===== src/rtl/adder_seq_ctrl.sv =====
`default_nettype none
// ============================================================================
// adder_seq_ctrl : multi-cycle add/subtract, one 2-bit ripple slice per clock.
// Optional macro ADDER_SEQ_SATURATE_EN saturates o_result on signed overflow.
// Revision: 1.0
// ============================================================================
module adder_seq_ctrl #(
   parameter int WIDTH = 16,
   parameter int CNT_W = $clog2(WIDTH/2)
) (
   input  logic             i_clk,
   input  logic             i_rst_n,
   input  logic             i_valid,
   output logic             o_ready,
   input  logic [WIDTH-1:0] i_op_a,
   input  logic [WIDTH-1:0] i_op_b,
   input  logic             i_sub,
   output logic             o_valid,
   input  logic             i_ready,
   output logic [WIDTH-1:0] o_result,
   output logic             o_carry,
   output logic             o_overflow
);

   typedef enum logic [1:0] {
      S_IDLE = 2'd0,
      S_RUN  = 2'd1,
      S_DONE = 2'd2
   } state_t;

   localparam logic [CNT_W-1:0] c_cnt_load = CNT_W'(WIDTH/2 - 1);
   localparam logic [CNT_W-1:0] c_cnt_one  = CNT_W'(1);

   state_t           r_state;
   logic [CNT_W-1:0] r_cnt;
   logic             r_carry;
   logic             r_c_msb;
   logic [WIDTH-1:0] r_sa;
   logic [WIDTH-1:0] r_sb;
   logic [WIDTH-1:0] r_res;
`ifdef ADDER_SEQ_SATURATE_EN
   logic             r_sign_a;
`endif

   // 2-bit ripple slice; w_c1 is the carry between its two bits
   logic w_s0, w_c1, w_s1, w_c2;
   always_comb begin
      w_s0 = r_sa[0] ^ r_sb[0] ^ r_carry;
      w_c1 = (r_sa[0] & r_sb[0]) | ((r_sa[0] ^ r_sb[0]) & r_carry);
      w_s1 = r_sa[1] ^ r_sb[1] ^ w_c1;
      w_c2 = (r_sa[1] & r_sb[1]) | ((r_sa[1] ^ r_sb[1]) & w_c1);
   end

   always_ff @(posedge i_clk or negedge i_rst_n) begin
      if (!i_rst_n) begin
         r_state  <= S_IDLE;
         r_cnt    <= '0;
         r_carry  <= 1'b0;
         r_c_msb  <= 1'b0;
         r_sa     <= '0;
         r_sb     <= '0;
         r_res    <= '0;
`ifdef ADDER_SEQ_SATURATE_EN
         r_sign_a <= 1'b0;
`endif
      end else begin
         case (r_state)
            S_IDLE: begin
               if (i_valid) begin
                  r_sa     <= i_op_a;
                  r_sb     <= i_sub ? ~i_op_b : i_op_b;
                  r_carry  <= i_sub;
                  r_cnt    <= c_cnt_load;
`ifdef ADDER_SEQ_SATURATE_EN
                  r_sign_a <= i_op_a[WIDTH-1];
`endif
                  r_state  <= S_RUN;
               end
            end
            S_RUN: begin
               r_res   <= {w_s1, w_s0, r_res[WIDTH-1:2]};
               r_sa    <= {2'b00, r_sa[WIDTH-1:2]};
               r_sb    <= {2'b00, r_sb[WIDTH-1:2]};
               r_carry <= w_c2;
               r_cnt   <= r_cnt - c_cnt_one;
               // last slice: its internal carry is the carry into the MSB
               if (r_cnt == '0) begin
                  r_c_msb <= w_c1;
                  r_state <= S_DONE;
               end
            end
            S_DONE: begin
               if (i_ready) begin
                  r_state <= S_IDLE;
               end
            end
            default: r_state <= S_IDLE;
         endcase
      end
   end

   assign o_ready    = (r_state == S_IDLE);
   assign o_valid    = (r_state == S_DONE);
   assign o_carry    = o_valid & r_carry;
   assign o_overflow = o_valid & (r_c_msb ^ r_carry);

`ifdef ADDER_SEQ_SATURATE_EN
   always_comb begin
      o_result = r_res;
      if (o_overflow) begin
         o_result = r_sign_a ? {1'b1, {(WIDTH-1){1'b0}}} : {1'b0, {(WIDTH-1){1'b1}}};
      end
   end
`else
   assign o_result = r_res;
`endif

endmodule
`default_nettype wire


===== config.mk =====
export PLATFORM = sky130hd
export DESIGN_NAME = adder_seq_ctrl
export DESIGN_NICKNAME = d
export VERILOG_FILES = /design/src/rtl/adder_seq_ctrl.sv
export SDC_FILE = /design/constraint.sdc
export NUM_CORES = 1
export LEC_CHECK = 0
export ABC_AREA = 1
export ABC_CLOCK_PERIOD_IN_PS = 2250
export BUFFER_PORTS_ARGS = -buffer_cell sky130_fd_sc_hd__buf_4
export CELL_PAD_IN_SITES_DETAIL_PLACEMENT = 1
export CELL_PAD_IN_SITES_GLOBAL_PLACEMENT = 1
export CORE_UTILIZATION = 41
export CTS_BUF_LIST = sky130_fd_sc_hd__clkbuf_8
export CTS_CLUSTER_DIAMETER = 60
export DETAILED_ROUTE_END_ITERATION = 6
export PLACE_DENSITY_LB_ADDON = 0.1
export SKIP_LAST_GASP = 1
export SLEW_MARGIN = 30
export SYNTH_ARGS = -nofsm -noshare
export SYNTH_HDL_FRONTEND = slang
export SYNTH_SLANG_ARGS = --single-unit

===== constraint.sdc =====
create_clock -name i_clk -period 2.25 [get_ports i_clk]
set_clock_uncertainty 0.1 [all_clocks]
set_input_delay 0.225 -clock i_clk [delete_from_list [all_inputs] [get_ports i_clk]]
set_output_delay 0.225 -clock i_clk [all_outputs]
set_load 0.1 [all_outputs]

# Word level (Yosys, flattened, before mapping)
# Index checks and enable logic that the tools add are counted.
[totals]
register_bits = 55
in_bits = 37
out_inout_bits = 20
[classes]
addsub = 1
eq_ne = 5
muxes = 13
bitwise_logic = 14
n_reduce_logical = 6
[ops]
columns = ["cell", "n"]
rows = [
  ["16-bit case mux with 2 select lines", 2],
  ["16-bit 2-to-1 mux", 3],
  ["16-bit inverter", 1],
  ["1-bit bitwise AND", 6],
  ["2-bit 2-to-1 mux", 3],
  ["2-bit case mux with 3 select lines", 1],
  ["3-bit case mux with 2 select lines", 1],
  ["1-bit XOR", 5],
  ["2-bit != test, second input constant", 2],
  ["2-bit AND reduction", 2],
  ["3-bit logical NOT", 1],
  ["3-bit 2-to-1 mux", 1],
  ["3-bit AND reduction", 1],
  ["3-bit by 1-bit subtractor with 3-bit output, second input constant", 1],
  ["2-bit by 1-bit equality test with 1-bit output, second input constant", 1],
  ["2-bit equality test, second input constant", 1],
  ["2-bit logical NOT", 1],
  ["2-bit by 1-bit != test with 1-bit output, second input constant", 1],
  ["1-bit OR", 2],
  ["1-bit case mux with 2 select lines", 1],
  ["2-bit nonzero test", 1],
  ["1-bit 2-to-1 mux", 1],
]

# Longest topological paths before layout
# Gate-level depths: netlist (run 1).
[depth]
word_depth = 6
ltp_mapped = 7
mapped_depth_nobuf = 5

# Worst setup path before layout (run 1)
# OpenSTA, ideal clock, no wires.
[synth_timing]
path_type = "reg2out"
from = "register r_state[1]"
to = "output port o_overflow"
arrival_ps = 3239
required_ps = 1925
path_slack_ps = -1314
stages_incl_launch_ff = 5
n_path_buf = 0
cell_sequence = "dfrtp_1 > inv_1 > nor2_1 > inv_1 > nor2_1"
[synth_via]
elab_chain_len = 2
[synth_rtl]
columns = ["element", "line", "rtl"]
rows = [
  ["start, declared", "34", "state_t r_state;"],
  ["start signal, assigned", "56", "r_state <= S_IDLE;"],
  ["start signal, assigned", "77", "r_state <= S_RUN;"],
  ["start signal, assigned", "89", "r_state <= S_DONE;"],
  ["2-bit equality test", "103", "assign o_valid = (r_state == S_DONE);"],
  ["net o_valid", "18", "output logic o_valid,"],
  ["1-bit bitwise AND", "105", "assign o_overflow = o_valid & (r_c_msb ^ r_carry);"],
  ["end, declared", "22", "output logic o_overflow"],
]
# The timed path passes the listed nets, and every way through them passes these cells.

# Worst setup path after layout (run 1)
[layout_timing]
from = "register r_state[1]"
to = "output port o_overflow"
[layout_via]
elab_chain_len = 2
[layout_rtl]
columns = ["element", "line"]
rows = [
  ["2-bit equality test", "103"],
  ["1-bit bitwise AND", "105"],
]
# No other way between the ends.

==> flow_summary.toml, run 1 <==
[floorplan]
die_area_mm2 = 0.006842
fp.dieW_um = 82.72
ios = 57
initial_core_util_pct = 42.31
fp.dieH_um = 82.72
core_region_area_mm2 = 0.006314
rows = 29

[yosys]
syn_area_mm2 = 0.002671
yosys-top-cells-area = "dfrtp_1 (52%), nand2_1 (19%), nand3_1 (15%)"
avgSynthCellArea_um2 = 7.765
synthCells = 344
ys_types = 17
synth_edf_count = 0
yosysWarningCount = 0
synth_area_leader_cell = "dfrtp_1"
synth_seq_cells = 55
synth.top_cell.area_share_pct = 51.52
synth_seq_area_share_pct = 51.52
netlist_top_cells_count = "nand2_1 (132), nand3_1 (79), dfrtp_1 (55)"
ys.flop_type = "dfrtp_1"
syn_nets = 385
async_flop_share_pct = 100.0
yosysMostFrequentCell = "nand2_1"

[global_routing]
grt_overflow = 0
gr-usage-all-layers_pct = 20.66
antenna_found_initial = 0
grt_pass1_wl_um = 10820
grt_pass1_vias = 2341
grt_start_max_net_pins = 56

[detailed_routing]
drc_errors = 0
drt-initial-drc-count = 51
routed_wirelength_um = 6485
ant_nets = 0
num_vias = 2380
vias_per_cell = 4.990
wire_per_inst_um = 13.60
dr.pass1.iters = 4

[power]
power.density_mw_per_mm2 = 1465
swShare_pct = 52.39
netSwitchingPower_uw = 2543
cellLeakagePower_uw = 0.001773
power_frac_comb_pct = 54.4
p_seq_share_pct = 33.8
ir_drop_mv = 1.150
intPower_uw = 2311
clockPowerShare_pct = 11.8

[hold_path]
min_from = "i_op_a[15]"
hold_class = "input port to register"

[setup_path]
cp-start-kind = "register"
r2r_slack_ps = 510
critical_path_required_ps = 1920
end_kind = "output pin"
reg2reg_to = "o_result[15]$_DFFE_PN0P_"
r2r_cells = 4
timing.rr.start = "r_carry$_DFFE_PN0P_"
arrival_ps = 1450
cp-startpoint = "r_state[1]$_DFFE_PN0P_"
cp-endpoint = "o_overflow"
cp_max_fo = 3
critPathKind = "register to output pin"

[job]
drv_cap = 0

[clock_tree]
clock_latency_ps = 310
cts_hold_buf = 3
cts.repair.resized = 0
clock_tree.buffer_depth = 2
htreeDepth = 2
cts_tree = "built"
ctsRootBufferMaster = "clkbuf_8"
cts_inserted_buffers = 5
path_clk_slew_ps = 100
cts_sinks = 55
cts_setup_buffers = 0

[timing]
setup_viol = 0
finalCritPeriodShare_pct = 78.94
finalWorstSetupSlack_ps = 473.9
max_freq_mhz = 563.0
layout_min_cycle_time_ps = 1776
worst_slew_pin_slew_ps = 707.5
grt_setup_unrepaired = "no"
finalSetupTns_ps = 0
hold_viol = 0
maxSlewViolCount = 0
slew_headroom_pct = 52.84

[final_layout]
final_core_util_pct = 52.48
fin_area_mm2 = 0.003313
drive_gt1_share_pct = 19.75
n_antenna_cell = 0
area_growth_syn_to_layout_pct = 24.03
nNetsFinal = 440
fill_cells = 804

[placed_design]
globalplace.congestion = 0.7375
post-dp-hpwl_um = 4586
dp_slack_ps = 531.1
io_buffers = 56
placed_cell_area_mm2 = 0.003191

[status]
status = "completed"
-- cell type report --
class / instances / area [um^2] / area share [%]
Sequential cell: 55 / 1376 / 41.54
Tap cell: 77 / 96.34 / 2.908
Clock inverter: 3 / 23.77 / 0.7175
Clock buffer: 5 / 68.82 / 2.077
Timing Repair Buffer: 68 / 518.0 / 15.63
Multi-Input combinational cell: 241 / 1125 / 33.95
Inverter: 28 / 105.1 / 3.172
-- cells in the final DEF, fill, tap and decap left out --
master         netlist  layout
nand2_1            132     132
nand3_1             79      79
buf_4                2      65
dfrtp_1             55      55
inv_1               28      28
o21ai_0             15      15
clkbuf_8             0       5
nor2_4               0       4
dlygate4sd3_1        0       3
xor2_1               2       2
fa_1                 2       2
ha_1                 2       2
clkinvlp_4           0       2
nor2_1               4       1
xnor2_1              1       1
nand2_2              1       1
nor2_2               2       1
nand4_1              1       1
inv_6                0       1
-- how the worst min path moves through the flow --
stage               cells after the start                  endpoint  slack, ps
floorplan                               0   o_result[0]$_DFFE_PN0P_       -170
global placement                        1  o_result[14]$_DFFE_PN0P_        230
detailed placement                      1  o_result[12]$_DFFE_PN0P_        230
CTS                                     3      r_sa[15]$_DFFE_PN0P_          7
global route                            3      r_sa[15]$_DFFE_PN0P_         20
finish                                  3      r_sa[15]$_DFFE_PN0P_          9
-- worst max-delay path, cell delays in order, from the launching register on --
cell and delay [ps]:
dfrtp_1 430, inv_1 120, nor2_4 100, inv_1 110, nor2_4 110, buf_4 280
-- registers in the layout, summed over array words and instances, names as in the netlist --
| name | count |
|---|---|
| r_sa | 16 |
| r_c_msb | 1 |
| r_sb | 16 |
| o_result | 16 |
| r_carry | 1 |
| r_state | 2 |
| r_cnt | 3 |
-- metrics by stage --
stage	power, uW	hold slack, ps	instances
floorplan	3603	-170.6	344
global route	5222	17.91	477
global placement	4250	228.7	466
finish	4855	8.752	477
detailed placement	4331	229.3	466
CTS	4913	7.201	477
-- cells by family (layout without fill, tap and decap cells) --
group | Yosys count | in the layout | share of synthesized area (%)
compound gates | 15 | 15 | 2.810
xor+xnor | 3 | 3 | 0.9838
fa+ha+maj | 4 | 4 | 2.436
buf+inv | 48 | 104 | 7.400
flops | 55 | 55 | 51.52
simple gates | 219 | 219 | 34.85
-- power groups by stage --
stage,clock [uW],sequential [uW],combinational [uW]
CTS,589,1640,2680
global placement,0,1640,2610
global route,622,1700,2900
floorplan,0,2430,1170
finish,571,1640,2640
detailed placement,0,1660,2670
-- metal layers --
| layer | share of wire (%) | global-route usage, % | vias to the layer above |
|---|---|---|---|
| li1 | - | - | 1193 |
| met5 | 0 | 0 | - |
| met3 | 2.7 | 3.297 | 5 |
| met4 | 0.69 | 4.483 | 0 |
| met2 | 49 | 35.57 | 37 |
| met1 | 48 | 27.22 | 1145 |
Note: power is estimated with default switching activity, not from simulation.
==> inputs of run 2 (changes only) <==
ABC_CLOCK_PERIOD_IN_PS = 1500   (was 2250)
CORE_UTILIZATION = 37   (was 41)
clock period = 1.5 ns   (was 2.25 ns; I/O delays follow)
==> run 2 against run 1 <==
  * The flow now finishes with violations (hold timing, setup timing)
  * Global-route usage up 0.25 points
  * Core utilization increased by 2.0 points
  * Die area up 11%
  * Critical path depth is 1 lower
  * Wire length rose by 13%
  * Sequential share of layout area shrank 4.7 points
  * Count of clock-buffer cells in the layout did not move
  * Clock power increased by 110%
  * Design area rose by 13%
  * First-iteration DRC count grew 88%
  * Sequential power increased by 50%
==> flow_summary.toml, run 2 (synthesis gave the netlist of run 1 again) <==
[status]
status = "finished with violations"
failed_checks = "hold timing, setup timing"

[timing]
hold_viol = 1
layout_min_cycle_time_ps = 1613
finalWorstSetupSlack_ps = -113.4
finalCritPeriodShare_pct = 107.6
worst_slew_pin_slew_ps = 438.7
setup_viol = 4
slew_headroom_pct = 70.72
finalSetupTns_ps = -296.1
maxSlewViolCount = 0
max_freq_mhz = 619.8
grt_setup_unrepaired = "yes"
holdWs_ps = -2.080

[detailed_routing]
dr.pass1.iters = 4
num_vias = 2515
wire_per_inst_um = 14.08
vias_per_cell = 4.827
routed_wirelength_um = 7338
drt-initial-drc-count = 96
ant_nets = 0
drc_errors = 0

[final_layout]
n_antenna_cell = 0
layout_commonest_cell = "nand2_1"
mostFrequentLayoutCells = "nand2_1 (131), nand3_1 (79), buf_4 (65), dfrtp_1 (54), inv_1 (26)"
stdcell_count = 521
area_growth_syn_to_layout_pct = 40.05
drive_gt1_share_pct = 22.59
nNetsFinal = 465
final_core_util_pct = 54.46

[floorplan]
core_region_area_mm2 = 0.006869
ios = 57
rows = 30
initial_core_util_pct = 38.89
fp.dieW_um = 86.97
fp.dieH_um = 86.97
die_area_mm2 = 0.007564

[global_routing]
grt_overflow = 0
antenna_found_initial = 0
use_met2_pct = 37.94
use_met1_pct = 25.58
grt_pass1_vias = 2662
grt_pass1_wl_um = 12360
grt_start_max_net_pins = 36
gr-usage-all-layers_pct = 20.91
gr-max-usage-layer = "met2"
met3_usage_pct = 3.318

[placed_design]
io_buffers = 56
post-dp-hpwl_um = 4851
globalplace.congestion = 0.7241
placed_cells = 488

[setup_path]
critical_path_required_ps = 1650
timing.rr.start = "r_sb[0]$_DFFE_PN0P_"
arrival_ps = 1760
cp_max_fo = 2
cp-startpoint = "r_sb[0]$_DFFE_PN0P_"
critPathKind = "register to register"
cp-start-kind = "register"
end_kind = "register"

[clock_tree]
clock_latency_ps = 310
ctsRootBufferMaster = "clkbuf_8"
cts_inserted_buffers = 5
cts_tree = "built"
cts_sinks = 55
htreeDepth = 2
clock_tree.buffer_depth = 2
path_clk_slew_ps = 110

[power]
power.density_mw_per_mm2 = 2179
cellLeakagePower_uw = 0.001945
ir_drop_mv = 0.6034

[job]
drv_cap = 0

[hold_path]
hold_class = "input port to register"
min_from = "i_op_a[0]"
[run 2: final timing paths]
path,to,depth (start not counted),slack [ps]
setup / recovery,o_result[15]$_DFFE_PN0P_,4,-110
hold / removal,r_sa[0]$_DFFE_PN0P_,3,-2
setup reg to reg,o_result[15]$_DFFE_PN0P_,4,-110
hold reg to reg,o_result[1]$_DFFE_PN0P_,2,390
max in group asynchronous,r_sa[3]$_DFFE_PN0P_,3,640
min in group asynchronous,r_state[1]$_DFFE_PN0P_,2,160
[run 2: timing repair]
item	4_1_cts	5_1_grt
pin swaps	2	4
setup endpoints to repair	6	15
hold endpoints to repair	72	0
buffers inserted	3	4
resized for setup	10	7
hold buffers	18	0
[run 2: worst max-delay path, cell delays in order, from the launching register on]
cell and delay [ps]:
dfrtp_1 420, fa_2 400, fa_1 500, nand2_1 50, o21ai_1 70
[run 2: metal layers]
metal | up-vias | share of wire (%)
met5 | - | 0
met1 | 1222 | 45
met3 | 8 | 2.7
met4 | 0 | 1.3
met2 | 41 | 51
li1 | 1244 | -
[run 2: power breakdown]
part	leakage, uW	internal (uW)	switching, uW
Clock	0.0000644	666	518
Combinational	0.00117	1420	3090
Sequential	0.000706	2090	374
[run 2: layout make-up]
class	instances	area, um^2
multi-input combinational	241	1151
fill	867	3128
tap	96	120.1
clock inverter	3	67.56
clock buffer	5	68.82
timing repair buffer	93	850.8
sequential	55	1378
inverter	28	105.1
[run 2: per-stage QoR]
| step | total power (uW) | instance area [um^2] | setup WS [ps] |
|---|---|---|---|
| floorplan | 5420 | 2699 | -376.1 |
| global route | 8680 | 3741 | -165.6 |
| CTS | 8074 | 3679 | -100.4 |
| finish | 8153 | 3741 | -113.4 |
| detailed placement | 6712 | 3302 | -102.6 |
| global placement | 6567 | 3302 | -60.97 |
